### config.mk
export PLATFORM = sky130hd
export DESIGN_NAME = cam_lutram_updater
export DESIGN_NICKNAME = d
export VERILOG_FILES = /design/src/rtl/cam_pkg.sv /design/src/rtl/cam_lutram_updater.sv
export SDC_FILE = /design/constraint.sdc
export NUM_CORES = 1
export LEC_CHECK = 0
export CORE_MARGIN = 1.5
export CORE_UTILIZATION = 42
export DETAILED_ROUTE_END_ITERATION = 10
export PLACE_DENSITY = 0.93
export SYNTH_ARGS = -nofsm -noshare
export SYNTH_HDL_FRONTEND = slang
export SYNTH_SLANG_ARGS = --single-unit
export TNS_END_PERCENT = 30
### constraint.sdc
create_clock -name clk -period 4.3 [get_ports clk]
set_clock_uncertainty 0.1 [all_clocks]
set_input_delay 0.86 -clock clk [delete_from_list [all_inputs] [get_ports clk]]
set_output_delay 0.86 -clock clk [all_outputs]
set_load 0.02 [all_outputs]
### src/rtl/cam_pkg.sv
// Shared types and helpers for the LUTRAM CAM update sequencer.
package cam_pkg;

  typedef enum logic {
    OP_DELETE = 1'b0,
    OP_WRITE  = 1'b1
  } op_e;

  typedef enum logic [1:0] {
    IDLE  = 2'd0,
    SWEEP = 2'd1,
    DONE  = 2'd2
  } state_e;

  localparam int unsigned KeyMaxW = 64;

  // Slice b of a key when each slice is addressed by aw key bits.
  function automatic logic [KeyMaxW-1:0] key_slice(input logic [KeyMaxW-1:0] key,
                                                   input int unsigned       b,
                                                   input int unsigned       aw);
    logic [KeyMaxW-1:0] mask;
    mask = (KeyMaxW'(1) << aw) - KeyMaxW'(1);
    return (key >> (b * aw)) & mask;
  endfunction

endpackage

### src/rtl/cam_lutram_updater.sv
// Sweeps every LUTRAM slice address, read-modify-writing one entry's bit column
// so that the entry matches exactly its new key (write) or nothing (delete).
module cam_lutram_updater
  import cam_pkg::*;
#(
  parameter int unsigned Depth    = 64,
  parameter int unsigned Width    = 32,
  parameter int unsigned KeyWidth = 12
) (
  input  logic                                               clk,
  input  logic                                               rst,
  input  logic                                               req_valid,
  output logic                                               req_ready,
  input  logic                                               req_op,
  input  logic [$clog2(Width)-1:0]                           req_index,
  input  logic [KeyWidth-1:0]                                req_key,
  output logic                                               busy,
  output logic                                               done,
  output logic                                               ram_wen,
  output logic [$clog2(Depth)-1:0]                           ram_addr,
  output logic [KeyWidth/$clog2(Depth)-1:0][Width-1:0]       ram_din,
  input  logic [KeyWidth/$clog2(Depth)-1:0][Width-1:0]       ram_dout
);

  localparam int unsigned AW     = $clog2(Depth);
  localparam int unsigned IW     = $clog2(Width);
  localparam int unsigned Blocks = KeyWidth / AW;

  state_e              state_q, state_d;
  logic [AW-1:0]       addr_q, addr_d;
  op_e                 op_q, op_d;
  logic [IW-1:0]       index_q, index_d;
  logic [KeyWidth-1:0] key_q, key_d;
  logic [AW-1:0]       slice_k;

  // State and request latch register.
  always_ff @(posedge clk) begin
    if (rst) begin
      state_q <= IDLE;
      addr_q  <= '0;
      op_q    <= OP_DELETE;
      index_q <= '0;
      key_q   <= '0;
    end else begin
      state_q <= state_d;
      addr_q  <= addr_d;
      op_q    <= op_d;
      index_q <= index_d;
      key_q   <= key_d;
    end
  end

  // Next state, handshake and slice write datapath.
  always_comb begin
    state_d   = state_q;
    addr_d    = addr_q;
    op_d      = op_q;
    index_d   = index_q;
    key_d     = key_q;
    req_ready = 1'b0;
    busy      = 1'b0;
    done      = 1'b0;
    ram_wen   = 1'b0;
    ram_addr  = '0;
    ram_din   = ram_dout;
    slice_k   = '0;

    unique case (state_q)
      IDLE: begin
        req_ready = !rst;
        if (req_valid) begin
          op_d    = op_e'(req_op);
          index_d = req_index;
          key_d   = req_key;
          addr_d  = '0;
          state_d = SWEEP;
        end
      end
      SWEEP: begin
        addr_d = addr_q + AW'(1);
        if (addr_q == AW'(Depth - 1)) state_d = DONE;
        if (!rst) begin
          busy     = 1'b1;
          ram_wen  = 1'b1;
          ram_addr = addr_q;
          // Only the selected column changes; an out-of-range index matches no bit.
          for (int unsigned b = 0; b < Blocks; b++) begin
            slice_k = AW'(key_slice(KeyMaxW'(key_q), b, AW));
            for (int unsigned j = 0; j < Width; j++) begin
              if (index_q == IW'(j)) ram_din[b][j] = (op_q == OP_WRITE) && (addr_q == slice_k);
            end
          end
        end
      end
      DONE: begin
        done    = !rst;
        state_d = IDLE;
      end
      default: state_d = IDLE;
    endcase
  end

endmodule

==> flow_summary.json, run 1 <==
{
  "status": "finished clean",
  "port_buffers": 158,
  "fill_cells": 508,
  "rsz0062_at_grt": "no",
  "finalCriticalPeriod_ps": 4070,
  "critPathLaunch": "rst",
  "synth_top_area_cell": "o31ai_1",
  "gp_congestion": 0.858,
  "layout.cells.non_filler": 570,
  "rows": 29,
  "whs_endpoint": "key_q[6]",
  "drive_above_1_share": 0.0730,
  "wl_per_cell_um": 19.1,
  "post-route-period-util": 0.946,
  "num_io_pins": 159,
  "clk_latency_ps": 280,
  "reg2reg_slack_ps": 2390,
  "slew_headroom": 0.265,
  "vdd_drop_max_mv": 0.263,
  "die_h_um": 84.2,
  "arrival_ps": 3110,
  "syn_inst": 377,
  "r2r-end": "index_q[0]",
  "fp.coreArea_um2": 6350,
  "crit_required_ps": 3340,
  "cp-end-kind": "output pin",
  "async_flop_share": 0,
  "min-delay-start": "key_q[6]",
  "power.leakage_uw": 0.00130,
  "postSynthAreaPerCell_um2": 7.35,
  "timing_hold_violations_final": 0,
  "layout_commonest_cell": "clkdlybuf4s50_1",
  "antenna_found_initial": 0,
  "ys_ff_latch": 26,
  "grt_max_degree": 33,
  "cts_made_buffers": 3,
  "fin_setup_tns_ps": 0,
  "die_area_um2": 7090,
  "synth_edf_count": 0,
  "syn_to_final_growth_pct": 56.4,
  "r2r_start": "state_q[1]",
  "drt_iter0_drc": 225,
  "synth_area_leaders": "o31ai_1 33%, dfxtp_1 19%, nand2_1 5.6%",
  "viasPerCell": 6.37,
  "routed_wl_um": 10900,
  "cts_tree": "yes",
  "clk_pin_slew_worst_paths_ps": 100,
  "synth_cell_types": 38,
  "synth_top_area_frac": 0.333,
  "cts_root_buffer": "clkbuf_8",
  "dpl.hpwl_um": 7560,
  "slew_viol_final": 0,
  "r2r_cells": 3,
  "vias": 3629,
  "clock-sinks": 26,
  "dp_cells": 566,
  "crit_type": "input port to output pin",
  "synth-warning-count": 0,
  "grtUsageTotal": 0.287,
  "start_util": 0.436,
  "worst_hold_path_type": "flip-flop to flip-flop",
  "grt_pass1_wl_um": 17000,
  "cts_resized": 0,
  "ctsHoldBuffers": 0,
  "whs_path_depth": 2,
  "netlist_area_um2": 2770,
  "clockBufferDepth": 2,
  "synthFlopType": "dfxtp_1",
  "cts_setup_buffers": 0,
  "p_per_area_nw_per_um2": 201,
  "drc": 0,
  "cts_max_level": 1,
  "crit_path_max_fanout": 16,
  "overflow": 0,
  "grt_pass1_vias": 3420,
  "final_nets": 580,
  "maxCapViolations": 0,
  "timing.fmax_mhz": 246,
  "tightest_slew_ps": 1100,
  "die_x_um": 84.2,
  "dr.pass1.iters": 7,
  "synth_nets": 463,
  "setup_viol": 0,
  "diodes": 0,
  "yosysSeqAreaShare": 0.188,
  "critPathLaunchType": "input port",
  "antenna_left": 0,
  "most-common-layout-cells": "158 x clkdlybuf4s50_1, 123 x o31ai_1, 41 x nand2_1"
}
critical path, stage by stage:
cell	delay (ps)
clkdlybuf4s50_1	470
buf_4	180
nor4bb_2	250
buf_4	260
nand3_1	120
o31ai_1	320
clkdlybuf4s50_1	650
layout make-up:
class                           instances  area, µm²  area share
Clock inverter                          1       30.0     0.00693
Timing Repair Buffer                  169       1680       0.387
Tap cell                               77       96.3      0.0222
Sequential cell                        26        520       0.120
Clock buffer                            3       41.3     0.00953
Inverter                                2       7.51     0.00173
Multi-Input combinational cell        292       1960       0.453
synthesized netlist by cell type (all sizes together) (2+ instances only):
master / n
a21oi: 23
and2: 7
buf: 19
clkbuf: 38
dfxtp: 26
inv: 2
nand2: 41
nand2b: 5
nand3: 38
nand4: 3
nor2: 4
nor2b: 6
nor3: 2
nor3b: 3
o211ai: 2
o21ai: 2
o31ai: 128
or2: 2
or3: 3
xnor2: 12
through the flow:
stage	total power (µW)	util	worst slack, ps	area (µm²)	hold WS [ps]
floorplan	481	-	1090	2770	349
global placement	659	0.671	286	4260	357
detailed placement	665	0.671	240	4260	362
CTS	864	0.683	241	4330	374
global route	903	0.683	120	4330	400
finish	870	0.683	231	4330	374
power breakdown:
part	internal (µW)	total [µW]	leakage, µW	switching [µW]
registers	253	268	0.000213	15.0
logic	177	400	0.00105	222
clock network	125	203	0.0000357	78.0
total	555	870	0.00130	315
flip-flops by register name, summed over array words and instances, names as in the netlist:
register  flops
state_q       2
key_q        12
index_q       5
addr_q        6
op_q          1
per-layer routing:
layer	global-route usage	wire [µm]
met3	0.0334	822
met1	0.354	4420
met2	0.519	5410
met4	0.0939	255
met5	0	0
logic make-up (layout without fill, tap and decap cells):
kind of cell    Yosys count  after routing  share of synthesized area
xor+xnor                 12             12                     0.0379
compound gates          157            157                      0.411
flops                    26             26                      0.188
mux                       1              1                    0.00361
simple gates            121            121                      0.248
fa+ha+maj                 1              1                    0.00451
buf+inv                  59            175                      0.107
how the worst max path moves through the flow:
stage / to / cells past startpoint
6_report: ram_din[22] / 7
5_1_grt: ram_din[41] / 6
4_1_cts: ram_din[22] / 7
3_5_place_dp: ram_din[22] / 7
3_3_place_gp: ram_din[22] / 7
2_1_floorplan: ram_din[20] / 6
(Power assumes the default switching activity.)
==> run 2, diff against run 1 <==
--- a/config.mk
+++ b/config.mk
@@ -5,8 +5,8 @@
 export SDC_FILE = /design/constraint.sdc
 export NUM_CORES = 1
 export LEC_CHECK = 0
-export CORE_MARGIN = 1.5
 export CORE_UTILIZATION = 42
+export CTS_CLUSTER_DIAMETER = 40
 export DETAILED_ROUTE_END_ITERATION = 10
 export PLACE_DENSITY = 0.93
 export SYNTH_ARGS = -nofsm -noshare
==> flow_summary.json, run 2 (synthesized netlist as in run 1, its figures left out) <==
{
  "cts_made_buffers": 3,
  "reg_top3": "key_q (12), addr_q (6), index_q (5)",
  "largest_reg_flops": 12,
  "wl_met2_um": 5130,
  "regMostFlops": "key_q",
  "whs_ps": 372,
  "crit_path_max_fanout": 16,
  "start_util": 0.436,
  "p_sw_uw": 305,
  "die_area_um2": 6930,
  "setup_viol": 0,
  "dr.pass1.iters": 5,
  "drc": 0,
  "drt_iter0_drc": 143,
  "critPathLaunchType": "input port",
  "r2r_start": "state_q[0]",
  "power.leakage_uw": 0.00128,
  "reg2reg_slack_ps": 2430,
  "r2r-end": "key_q[11]",
  "diodes": 0,
  "dpl.hpwl_um": 7270,
  "setup_ws_ps": 206,
  "antenna_left": 0,
  "die_x_um": 83.2,
  "syn_to_final_growth_pct": 54.8,
  "crit_type": "input port to output pin",
  "clockBufferDepth": 2,
  "critical_path.max_stage_delay_ps": 660,
  "p_comb_frac": 0.481,
  "cts_root_buffer": "clkbuf_8",
  "fp.coreArea_um2": 6350,
  "pre_cts_slack_ps": 204,
  "pwr-share-clk": 0.190,
  "timing.fmax_mhz": 244,
  "p_seq_frac": 0.329,
  "worst_hold_path_type": "flip-flop to flip-flop",
  "cts_resized": 0,
  "intPower_uw": 510,
  "p_per_area_nw_per_um2": 190,
  "slew_viol_final": 0,
  "num_io_pins": 159,
  "drive_above_1_share": 0.0692,
  "clock-sinks": 26,
  "cts_max_level": 1,
  "cp-end-kind": "output pin",
  "crit_path_cell_trace": "clkdlybuf4s50_1 > nor4bb_2 > buf_4 > nand3_1 > o31ai_1 > clkdlybuf4s50_1",
  "maxCapViolations": 0,
  "cpMostUsedCell": "clkdlybuf4s50_1",
  "tightest_slew_ps": 1050,
  "wl_met1_um": 4180,
  "grt_max_degree": 33,
  "fill_cells": 525,
  "timing_hold_violations_final": 0,
  "wl_per_cell_um": 18.0,
  "port_buffers": 158,
  "cts_setup_buffers": 0,
  "clk_latency_ps": 270,
  "whs_path_depth": 2,
  "viasPerCell": 6.13,
  "post-route-period-util": 0.952,
  "overflow": 0,
  "ctsHoldBuffers": 0,
  "routed_wl_um": 10200,
  "most-common-layout-cells": "158 x clkdlybuf4s50_1, 123 x o31ai_1, 41 x nand2_1",
  "sw_frac_of_total": 0.374,
  "grt_pass1_vias": 3424,
  "rsz0062_at_grt": "no",
  "final_nets": 578,
  "layout_commonest_cell": "clkdlybuf4s50_1",
  "gp_congestion": 0.853,
  "rows": 29,
  "grt_pass1_wl_um": 16700,
  "status": "finished clean",
  "clk_pin_slew_worst_paths_ps": 80,
  "vdd_drop_max_mv": 0.201,
  "finalCriticalPeriod_ps": 4090,
  "die_h_um": 83.2,
  "seq_area_um2": 520,
  "r2r_cells": 3,
  "grtUsageTotal": 0.286,
  "antenna_found_initial": 0,
  "whs_endpoint": "key_q[7]",
  "vias": 3479,
  "top_layer": "met4",
  "cts_tree": "yes",
  "routed-wl-met3_um": 719,
  "fin_setup_tns_ps": 0,
  "slew_headroom": 0.294,
  "cp_slowest_cell": "clkdlybuf4s50_1",
  "arrival_ps": 3130,
  "crit_required_ps": 3340,
  "min-delay-start": "key_q[7]",
  "multi_input_area_um2": 1960
}
## run 2: cell types whose count changed in the layout (fill, tap and decap cells not counted)
cell       previous run  this run
clkbuf_8              3         4
bufinv_16             1         0
buf_4                10         9
buf_12                1         0
## run 2: power by group through the flow
stage	registers (µW)	logic, µW	clock network (µW)
floorplan	267	214	0
global placement	272	381	0
detailed placement	273	387	0
CTS	267	388	155
global route	270	416	167
finish	268	392	155
## run 2: worst max-delay path by stage
stage | endpoint | startpoint | slack, ps | depth (start not counted)
2_1_floorplan | ram_din[20] | rst | 1090 | 6
3_3_place_gp | ram_din[30] | rst | 270 | 6
3_5_place_dp | ram_din[30] | rst | 200 | 6
4_1_cts | ram_din[28] | rst | 200 | 6
5_1_grt | ram_din[60] | rst | 30 | 6
6_report | ram_din[30] | rst | 210 | 6
## run 2: critical path: cells and delay by family
| family | cells | cell delay [ps] |
|---|---|---|
| compound gates | 1 | 320 |
| buf+inv | 3 | 1470 |
| simple gates | 2 | 490 |
## run 2: per-stage QoR
stage	utilization	cells	total power, µW	cell area, µm²
6_report	0.676	568	815	4290
5_1_grt	0.676	568	853	4290
4_1_cts	0.676	568	810	4290
3_5_place_dp	0.667	564	660	4240
3_3_place_gp	0.667	564	653	4240
2_1_floorplan	-	377	481	2770
## run 2: cell type report
type | instances | area share
multi-input combinational | 292 | 0.457
timing repair buffer | 167 | 0.384
sequential | 26 | 0.121
tap | 77 | 0.0225
clock buffer | 4 | 0.0128
inverter | 2 | 0.00175
## run 2: routing by layer
layer / track usage / up-vias
met5: 0 / -
met2: 0.516 / 201
met3: 0.0288 / 19
met4: 0.103 / 0
li1: - / 1666
met1: 0.350 / 1593
